--- src/rtl/fpmul_pkg.sv ---
// rtl/fpmul_pkg.sv - shared constants and FSM encoding for the FPMul arbiter
//
// Purpose: flag vector width, flag bit positions and the 2-bit arbiter state
//          encoding shared by fpmul_arbiter and its bench.
package fpmul_pkg;

  localparam int FLAG_W    = 6;

  // Bit positions inside {OF,UF,NANF,INFF,DNF,ZF}
  localparam int FLAG_OF   = 5;
  localparam int FLAG_UF   = 4;
  localparam int FLAG_NANF = 3;
  localparam int FLAG_INFF = 2;
  localparam int FLAG_DNF  = 1;
  localparam int FLAG_ZF   = 0;

  typedef enum logic [1:0] {
    ST_IDLE  = 2'd0,
    ST_ISSUE = 2'd1,
    ST_WAIT  = 2'd2,
    ST_RESP  = 2'd3
  } state_e;

endpackage

--- src/rtl/rr_arbiter.sv ---
// rtl/rr_arbiter.sv - combinational round-robin picker
//
// Purpose: selects the first active request at or above the pointer,
//          wrapping around to index 0.
// Ports:
//   req_i  [NREQ-1:0]  request vector
//   ptr_i  [IDW-1:0]   round-robin start position
//   gnt_o  [NREQ-1:0]  one-hot grant (all zero when no request)
//   idx_o  [IDW-1:0]   binary index of the grant
//   any_o              at least one request is active
module rr_arbiter #(
  parameter int NREQ = 3,
  parameter int IDW  = 2
) (
  input  logic [NREQ-1:0] req_i,
  input  logic [IDW-1:0]  ptr_i,
  output logic [NREQ-1:0] gnt_o,
  output logic [IDW-1:0]  idx_o,
  output logic            any_o
);

  logic [IDW-1:0] idx_hi, idx_lo;
  logic           any_hi, any_lo;

  // Scan downwards so the last hit is the lowest index: idx_hi is the lowest
  // request at or above the pointer, idx_lo the lowest overall (the wrap case).
  always_comb begin
    idx_hi = '0;
    idx_lo = '0;
    any_hi = 1'b0;
    any_lo = 1'b0;
    for (int j = NREQ - 1; j >= 0; j--) begin
      if (req_i[j]) begin
        idx_lo = IDW'(j);
        any_lo = 1'b1;
        if (j >= int'(ptr_i)) begin
          idx_hi = IDW'(j);
          any_hi = 1'b1;
        end
      end
    end
  end

  always_comb begin
    any_o = any_lo;
    idx_o = any_hi ? idx_hi : idx_lo;
    gnt_o = any_lo ? (NREQ'(1) << idx_o) : '0;
  end

endmodule

--- src/rtl/fpmul_arbiter.sv ---
// rtl/fpmul_arbiter.sv - round-robin sharing of one FPMul core among NREQ requesters
//
// Purpose: grants one requester at a time, issues a single start pulse to the
//          multiplier, waits for done and returns product/flags with a
//          one-cycle ack. Optional watchdog enabled by macro FPMUL_TIMEOUT_EN.
// Ports:
//   clk, rst (sync, active-low)
//   req/req_a/req_b      requester side: request and packed 32-bit operands
//   ack/res_p/res_flags/res_err  per-operation response
//   busy/gnt_id          status
//   mul_start/mul_a/mul_b/mul_done/mul_p/mul_flags  FPMul core side
module fpmul_arbiter
  import fpmul_pkg::*;
#(
  parameter int NREQ    = 3,
  parameter int IDW     = 2,
  parameter int TIMEOUT = 64
) (
  input  logic                 clk,
  input  logic                 rst,
  input  logic [NREQ-1:0]      req,
  input  logic [NREQ*32-1:0]   req_a,
  input  logic [NREQ*32-1:0]   req_b,
  output logic [NREQ-1:0]      ack,
  output logic [31:0]          res_p,
  output logic [FLAG_W-1:0]    res_flags,
  output logic                 res_err,
  output logic                 busy,
  output logic [IDW-1:0]       gnt_id,
  output logic                 mul_start,
  output logic [31:0]          mul_a,
  output logic [31:0]          mul_b,
  input  logic                 mul_done,
  input  logic [31:0]          mul_p,
  input  logic [FLAG_W-1:0]    mul_flags
);

  state_e            state_q, state_d;
  logic [IDW-1:0]    rr_q, rr_d;
  logic [IDW-1:0]    gnt_id_q, gnt_id_d;
  logic [31:0]       mul_a_q, mul_a_d, mul_b_q, mul_b_d;
  logic [31:0]       res_p_q, res_p_d;
  logic [FLAG_W-1:0] res_flags_q, res_flags_d;

  logic [NREQ-1:0]   arb_gnt;
  logic [IDW-1:0]    arb_idx;
  logic              arb_any;
  logic [31:0]       sel_a, sel_b;

  rr_arbiter #(.NREQ(NREQ), .IDW(IDW)) u_rr (
    .req_i (req),
    .ptr_i (rr_q),
    .gnt_o (arb_gnt),
    .idx_o (arb_idx),
    .any_o (arb_any)
  );

  // One-hot grant drives an AND-OR operand mux
  always_comb begin
    sel_a = '0;
    sel_b = '0;
    for (int i = 0; i < NREQ; i++) begin
      if (arb_gnt[i]) begin
        sel_a = req_a[32*i +: 32];
        sel_b = req_b[32*i +: 32];
      end
    end
  end

`ifdef FPMUL_TIMEOUT_EN
  localparam int TW = $clog2(TIMEOUT + 1);
  logic [TW-1:0] wd_q, wd_d;
  logic          res_err_q, res_err_d;
`else
  // Watchdog limit is meaningless without the watchdog
  logic unused_timeout;
  assign unused_timeout = ^TIMEOUT;
`endif

  always_comb begin
    state_d     = state_q;
    rr_d        = rr_q;
    gnt_id_d    = gnt_id_q;
    mul_a_d     = mul_a_q;
    mul_b_d     = mul_b_q;
    res_p_d     = res_p_q;
    res_flags_d = res_flags_q;
`ifdef FPMUL_TIMEOUT_EN
    wd_d        = wd_q;
    res_err_d   = res_err_q;
`endif
    case (state_q)
      ST_IDLE: begin
        if (arb_any) begin
          gnt_id_d = arb_idx;
          mul_a_d  = sel_a;
          mul_b_d  = sel_b;
          state_d  = ST_ISSUE;
        end
      end
      ST_ISSUE: begin
`ifdef FPMUL_TIMEOUT_EN
        wd_d = '0;
`endif
        state_d = ST_WAIT;
      end
      ST_WAIT: begin
        // done takes priority over a watchdog expiry in the same cycle
        if (mul_done) begin
          res_p_d     = mul_p;
          res_flags_d = mul_flags;
`ifdef FPMUL_TIMEOUT_EN
          res_err_d   = 1'b0;
`endif
          state_d     = ST_RESP;
        end
`ifdef FPMUL_TIMEOUT_EN
        else if (wd_q == TW'(TIMEOUT - 1)) begin
          res_p_d     = '0;
          res_flags_d = '0;
          res_err_d   = 1'b1;
          state_d     = ST_RESP;
        end else begin
          wd_d = wd_q + 1'b1;
        end
`endif
      end
      ST_RESP: begin
        rr_d    = (gnt_id_q == IDW'(NREQ - 1)) ? '0 : gnt_id_q + 1'b1;
        state_d = ST_IDLE;
      end
      default: state_d = ST_IDLE;
    endcase
  end

  always_ff @(posedge clk) begin
    if (!rst) begin
      state_q     <= ST_IDLE;
      rr_q        <= '0;
      gnt_id_q    <= '0;
      mul_a_q     <= '0;
      mul_b_q     <= '0;
      res_p_q     <= '0;
      res_flags_q <= '0;
`ifdef FPMUL_TIMEOUT_EN
      wd_q        <= '0;
      res_err_q   <= 1'b0;
`endif
    end else begin
      state_q     <= state_d;
      rr_q        <= rr_d;
      gnt_id_q    <= gnt_id_d;
      mul_a_q     <= mul_a_d;
      mul_b_q     <= mul_b_d;
      res_p_q     <= res_p_d;
      res_flags_q <= res_flags_d;
`ifdef FPMUL_TIMEOUT_EN
      wd_q        <= wd_d;
      res_err_q   <= res_err_d;
`endif
    end
  end

`ifdef FPMUL_TIMEOUT_EN
  assign res_err = res_err_q;
`else
  assign res_err = 1'b0;
`endif

  assign ack       = (state_q == ST_RESP) ? (NREQ'(1) << gnt_id_q) : '0;
  assign busy      = (state_q != ST_IDLE);
  assign mul_start = (state_q == ST_ISSUE);
  assign gnt_id    = gnt_id_q;
  assign mul_a     = mul_a_q;
  assign mul_b     = mul_b_q;
  assign res_p     = res_p_q;
  assign res_flags = res_flags_q;

endmodule

--- config.mk ---
export PLATFORM = sky130hd
export DESIGN_NAME = fpmul_arbiter
export DESIGN_NICKNAME = d
export VERILOG_FILES = /design/src/rtl/fpmul_pkg.sv /design/src/rtl/rr_arbiter.sv /design/src/rtl/fpmul_arbiter.sv
export SDC_FILE = /design/constraint.sdc
export NUM_CORES = 1
export LEC_CHECK = 0
export ABC_CLOCK_PERIOD_IN_PS = 2550
export CORE_AREA = 2 2 135 137
export CTS_CLUSTER_SIZE = 20
export DETAILED_ROUTE_END_ITERATION = 7
export DIE_AREA = 0 0 137 139
export PLACE_DENSITY = 0.74
export SLEW_MARGIN = 25
export SYNTH_ARGS = -nofsm -noshare
export SYNTH_HDL_FRONTEND = slang
export SYNTH_SLANG_ARGS = --single-unit
--- constraint.sdc ---
create_clock -name clk -period 2.55 [get_ports clk]
set_input_delay 0.51 -clock clk [delete_from_list [all_inputs] [get_ports clk]]
set_output_delay 0.51 -clock clk [all_outputs]
set_load 0.05 [all_outputs]
==> results of run 1 <==
[cell type report]
cell class | count | area, sq um | area share, %
inverters | 8 | 30.0 | 0.297
repair buffers | 372 | 3810 | 37.6
clock inverters | 7 | 82.6 | 0.817
multi-input cells | 605 | 3520 | 34.8
clock buffers | 9 | 225 | 2.23
flip-flops and latches | 108 | 2160 | 21.4
well taps | 229 | 287 | 2.83
[layer usage]
| layer | vias to the layer above | GRT usage (%) | wire length [um] | part of all wire [%] |
|---|---|---|---|---|
| met1 | 3336 | 31.8 | 9910 | 40 |
| met2 | 395 | 39.5 | 11300 | 46 |
| met5 | - | 0 | 0 | 0 |
| li1 | 3529 | - | - | - |
| met4 | 0 | 8.90 | 772 | 3.1 |
| met3 | 61 | 7.42 | 2670 | 11 |
[flip-flops by register name, indices dropped and copies added, names as in the netlist]
name       flops
mul_a         32
mul_b         32
rr_q           2
res_flags      6
state_q        2
res_p         32
gnt_id         2
[synthesized netlist by cell type]
| cell type | n |
|---|---|
| o221ai_2 | 50 |
| ha_1 | 5 |
| a21boi_1 | 1 |
| nand3_1 | 127 |
| o31a_1 | 1 |
| nor3b_1 | 2 |
| inv_1 | 6 |
| dfxtp_1 | 108 |
| inv_2 | 2 |
| a2bb2oi_1 | 1 |
| nand2b_1 | 2 |
| mux2i_1 | 1 |
| nor2_1 | 8 |
| nor4b_1 | 1 |
| a31oi_1 | 63 |
| buf_2 | 24 |
| buf_4 | 2 |
| nor3_1 | 4 |
| o32ai_1 | 1 |
| or3_1 | 1 |
| nor4bb_1 | 1 |
| a21oi_1 | 109 |
| buf_6 | 5 |
| conb_1 | 1 |
| clkbuf_1 | 52 |
| o21ai_1 | 1 |
| nand2_1 | 208 |
| and2_1 | 1 |
| buf_1 | 7 |
| nor2b_1 | 2 |
| o221ai_1 | 13 |
| o311ai_2 | 1 |
[worst max-delay path: stages (launching register included)]
cell and delay (ns):
dfxtp_1 0.34, inv_1 0.11, ha_1 0.16, clkdlybuf4s50_1 0.82
[per-stage QoR]
step                power, W  cells  setup slack [ns]  util (%)  area (sq um)
finish               0.00919   1338             0.256      57.3         10100
global route         0.00968   1338             0.160      57.3         10100
CTS                  0.00925   1338            0.0855      57.3         10100
detailed placement   0.00778   1322             0.198      55.5          9800
global placement     0.00772   1322             0.268      55.5          9800
floorplan            0.00586    811             0.100         -          6080
[logic make-up after synthesis]
| family | after synthesis | share of synthesized area (%) |
|---|---|---|
| AO/OA/AOI/OAI | 241 | 30.6 |
| multiplexers | 1 | 0.165 |
| AND/OR/NAND/NOR | 357 | 25.3 |
| other | 1 | 0.0617 |
| flip-flops | 108 | 35.6 |
| adder cells (fa/ha/maj) | 5 | 1.03 |
| buffers and inverters | 98 | 7.29 |
[worst min-delay path by stage]
stage / from / end / slack, ns / depth (start not counted)
after detailed placement: res_p[3]$_SDFFE_PN0P_ / res_p[3]$_SDFFE_PN0P_ / 0.45 / 2
after global placement: res_p[3]$_SDFFE_PN0P_ / res_p[3]$_SDFFE_PN0P_ / 0.44 / 2
after CTS: res_p[3]$_SDFFE_PN0P_ / res_p[3]$_SDFFE_PN0P_ / 0.46 / 2
final: res_p[13]$_SDFFE_PN0P_ / res_p[13]$_SDFFE_PN0P_ / 0.46 / 2
after global routing: res_p[19]$_SDFFE_PN0P_ / res_p[19]$_SDFFE_PN0P_ / 0.48 / 2
after floorplan: state_q[0]$_SDFFE_PN0P_ / state_q[0]$_SDFFE_PN0P_ / 0.51 / 2
[power by group through the flow]
stage          Sequential (W)  Clock (W)  Combinational [W]
2_1_floorplan         0.00402          0            0.00183
3_3_place_gp          0.00250          0            0.00522
3_5_place_dp          0.00252          0            0.00526
4_1_cts               0.00248    0.00151            0.00527
5_1_grt               0.00253    0.00157            0.00558
6_report              0.00248    0.00147            0.00525
==> out/results.txt, run 1 <==
run status: finished, final reports clean
Max FO, Critical Path: 4
register bit total from synthesis: 108
post_cts resized: 0
post-route setup TNS: 0 ns
# Max-Cap Violations: 0
Sw Share: 47.4%
FF-to-FF setup slack: 0.50 ns
vias in the first global route: 7,057
Worst setup EP type: output pin
Seq/Total Area, Yosys: 35.6%
reg-to-reg critical path endpoint: mul_a[5]$_SDFFE_PN0P_
worst-skew pair later-pin latency: 0.36 ns
largest net degree at the start of global routing: 73
CTS sink cnt: 108
hold_buf cts: 0
Critical Path AT: 1.78 ns
Leak: 3.67 nW
Internal: 0.00484 W
Antenna diodes: 0
Core Area: 17,700 sq um
Mapped Avg Cell Area: 7.49 sq um
Slew Limit Fails: 0
post-synthesis net count: 1,052
post-route ant nets: 0
setup bufs post-CTS: 0
most common cell after layout, fill and taps aside: clkdlybuf4s50_1
critical path type: flip-flop to output pin
I/O Pins: 346
Rel. slew slack: 53.6%
Clock Power Share: 15.9%
final hold violations: 0
worst min path class: flip-flop to flip-flop
WP data required: 2.04 ns
Die Y: 139 um
Yosys top cell area share: 35.6%
fillers: 1,658
Worst Tran Pin Value: 0.695 ns
std cell rows: 49
mapped cell area: 6080 sq um
Tmin final: 2.29 ns
period utilization: 90.0%
Critical path origin: state_q[1]$_SDFFE_PN0P_
share of cells above drive strength 1: 9.83%
clock root cell: clkbuf_16
worst-case clock buffer depth: 2
Avg Vias per Cell: 5.47
Mapped Cells: 811
GPL Wtd Cong: 0.811
post-synth cell types: 32
grt ovf: 0
maximum vdd ir drop: 0.696 mV
HPWL after DPL: 16,900 um
Yosys warning count: 0
area grow syn2layout: 66.4%
Num CTS Buffers: 9
initial DRC count: 476
DIE WIDTH: 137 um
Reg2Reg Depth: 7
CTS H-tree lvls: 3
CTS tree: yes
NetSw: 0.00436 W
Buffers on Ports: 344
R2R Path Start: state_q[0]$_SDFFE_PN0P_
initial antenna violation count: 1
initial cell density of the core: 34.4%
total track usage: 24.9%
# setup viols final: 0
clk slew on worst S/H paths: 0.08 ns
die area: 19,000 sq um
average routed wire per standard cell: 18.4 um
combinational power share: 57.1%
sequential share of power: 27.0%
clk_skew: 0.0115 ns
pwr dens: 909 nW/um^2
RSZ-0062 raised after global routing: false
fmax: 436 MHz
via count: 7,321
Synth area leader: dfxtp_1
crit path capture: mul_start
DR pass1 iterations: 5
final hold slack: 0.456 ns
Worst setup SP type: flip-flop
most frequent cells in the layout: 338 x clkdlybuf4s50_1, 207 x nand2_1, 127 x nand3_1, 109 x a21oi_1, 107 x dfxtp_1
# DRC: 0
nets: 1,345
total wire length: 24,600 um
top post-synthesis cells by area: dfxtp_1 36%, nand2_1 13%, o221ai_2 12%, nand3_1 10%, a21oi_1 9.0%
first-pass GRT wire length: 37,800 um
No activity file was read; power rests on OpenSTA's default activity.
==> run 2: changes to the inputs <==
- GPL_TIMING_DRIVEN: default -> 0
==> out/results.txt, run 2 (same netlist as run 1, synthesis figures left out) <==
Max FO, Critical Path: 4 (unchanged)
std cell rows: 49 (unchanged)
critical path type: flip-flop to output pin (unchanged)
die area: 19,000 sq um (unchanged)
HPWL after DPL: 19,700 um (was 16,900 um)
worst-skew pair later-pin latency: 0.36 ns (about the same)
first-pass GRT wire length: 39,600 um (was 37,800 um)
Internal: 0.00486 W (was 0.00484 W)
# setup viols final: 0 (unchanged)
final setup margin: 0.135 ns (was 0.256 ns)
CTS tree: yes (unchanged)
I/O Pins: 346 (unchanged)
Crit path depth: 4 (was 3)
Core Area: 17,700 sq um (unchanged)
fmax: 414 MHz (was 436 MHz)
run status: finished, final reports clean (unchanged)
largest net degree at the start of global routing: 22 (was 73)
Worst setup EP type: output pin (unchanged)
CP delay by family, top: buffers and inverters (unchanged)
CTS H-tree lvls: 3 (unchanged)
post-route ant nets: 0 (unchanged)
pwr dens: 917 nW/um^2 (was 909 nW/um^2)
Reg2Reg Depth: 8 (was 7)
maximum vdd ir drop: 0.615 mV (was 0.696 mV)
WP data required: 2.04 ns (about the same)
Leak: 3.64 nW (was 3.67 nW)
CTS sink cnt: 108 (unchanged)
# DRC: 0 (unchanged)
CP cell instances: ha_1, nand2_1, nor2_1, clkdlybuf4s50_1 (was inv_1, ha_1, clkdlybuf4s50_1)
initial DRC count: 484 (was 476)
Tmin final: 2.41 ns (was 2.29 ns)
via count: 7,696 (was 7,321)
sequential share of power: 26.9% (was 27.0%)
clk slew on worst S/H paths: 0.08 ns (about the same)
final hold violations: 0 (unchanged)
DIE WIDTH: 137 um (unchanged)
worst min path class: flip-flop to flip-flop (unchanged)
Critical Path AT: 1.90 ns (was 1.78 ns)
Worst setup SP type: flip-flop (unchanged)
initial antenna violation count: 1 (unchanged)
clock root cell: clkbuf_16 (unchanged)
hold path depth: 2 (unchanged)
grt ovf: 0 (unchanged)
crit-path max cell delay: 0.82 ns (about the same)
Buffers on Ports: 342 (was 344)
Sw Share: 47.6% (was 47.4%)
vias in the first global route: 7,339 (was 7,057)
GPL Wtd Cong: 0.906 (was 0.811)
share of cells above drive strength 1: 8.81% (was 9.83%)
combinational power share: 56.1% (was 57.1%)
fin util: 57.2% (was 57.3%)
# Max-Cap Violations: 0 (unchanged)
area grow syn2layout: 66.3% (was 66.4%)
NetSw: 0.00442 W (was 0.00436 W)
period utilization: 94.7% (was 90.0%)
CP max stage cell: clkdlybuf4s50_1 (unchanged)
setup bufs post-CTS: 0 (unchanged)
DR pass1 iterations: 5 (unchanged)
nets: 1,405 (was 1,345)
worst-case clock buffer depth: 2 (unchanged)
Slew Limit Fails: 0 (unchanged)
final hold slack: 0.455 ns (was 0.456 ns)
total wire length: 26,400 um (was 24,600 um)
total track usage: 26.6% (was 24.9%)
setup slack at placement: -0.252 ns (was 0.198 ns)
most frequent cells in the layout: 339 x clkdlybuf4s50_1, 208 x nand2_1, 127 x nand3_1, 109 x a21oi_1, 108 x dfxtp_1 (was 338 x clkdlybuf4s50_1, 207 x nand2_1, 127 x nand3_1, 109 x a21oi_1, 107 x dfxtp_1)
most common cell after layout, fill and taps aside: clkdlybuf4s50_1 (unchanged)
Worst Tran Pin Value: 0.725 ns (was 0.695 ns)
CP Buf/Inv Count: 1 (was 2)
Num CTS Buffers: 9 (unchanged)
average routed wire per standard cell: 18.8 um (was 18.4 um)
clk_skew: 0.00611 ns (was 0.0115 ns)
RSZ-0062 raised after global routing: false (unchanged)
Die Y: 139 um (unchanged)
initial cell density of the core: 34.4% (unchanged)
Clock Power Share: 17.0% (was 15.9%)
Rel. slew slack: 51.7% (was 53.6%)
Avg Vias per Cell: 5.50 (was 5.47)
## run 2: worst reg2reg max path, stage by stage (launching register included)
cell,delay (ns)
dfxtp_1,0.35
inv_1,0.11
ha_1,0.23
inv_1,0.09
nor2_1,0.14
clkbuf_2,0.35
buf_2,0.40
o221ai_2,0.16
a31oi_1,0.18
## run 2: power groups by stage
| stage | logic [W] | clock network, W | registers, W |
|---|---|---|---|
| 3_5_place_dp | 0.00520 | 0 | 0.00253 |
| 5_1_grt | 0.00554 | 0.00165 | 0.00254 |
| 2_1_floorplan | 0.00183 | 0 | 0.00402 |
| 4_1_cts | 0.00521 | 0.00159 | 0.00249 |
| 3_3_place_gp | 0.00517 | 0 | 0.00251 |
| 6_report | 0.00521 | 0.00158 | 0.00249 |
## run 2: worst paths after layout
kind	startpoint	to	slack, ns
setup / recovery	state_q[0]$_SDFFE_PN0P_	ack[2]	0.14
hold / removal	res_flags[0]$_SDFFE_PN0P_	res_flags[0]$_SDFFE_PN0P_	0.46
setup reg to reg	state_q[0]$_SDFFE_PN0P_	mul_a[31]$_SDFFE_PN0P_	0.48
hold reg to reg	res_flags[0]$_SDFFE_PN0P_	res_flags[0]$_SDFFE_PN0P_	0.46
## run 2: final cells by class
| cell class | count | area (sq um) |
|---|---|---|
| plain buffers | 90 | 414 |
| clock buffers | 9 | 225 |
| multi-input cells | 605 | 3470 |
| flip-flops and latches | 108 | 2160 |
| clock inverters | 7 | 103 |
| repair buffers | 342 | 3410 |
| inverters | 8 | 30.0 |
| diodes | 1 | 2.50 |
| well taps | 229 | 287 |
| fillers | 1626 | 7550 |
## run 2: per-stage QoR
step	std cells	area (sq um)	TNS, ns	power (W)
6_report	1399	10100	0	0.00927
5_1_grt	1398	10100	0	0.00972
4_1_cts	1398	10100	0	0.00929
3_5_place_dp	1382	9790	-8.52	0.00773
3_3_place_gp	1382	9790	-7.30	0.00768
2_1_floorplan	811	6080	0	0.00586
## run 2: repair_timing
item | 4_1_cts | 5_1_grt
resized for setup | 5 | 6
endpoints found under the setup margin | 3 | 20
hold buffers | 0 | 0
## run 2: per-layer routing
metal | global-route usage (%) | routed length (um) | up-vias
li1 | - | - | 3651
met1 | 32.1 | 10200 | 3589
met2 | 44.5 | 12700 | 404
met3 | 7.75 | 2800 | 52
met4 | 9.50 | 718 | 0
met5 | 0 | 0 | -
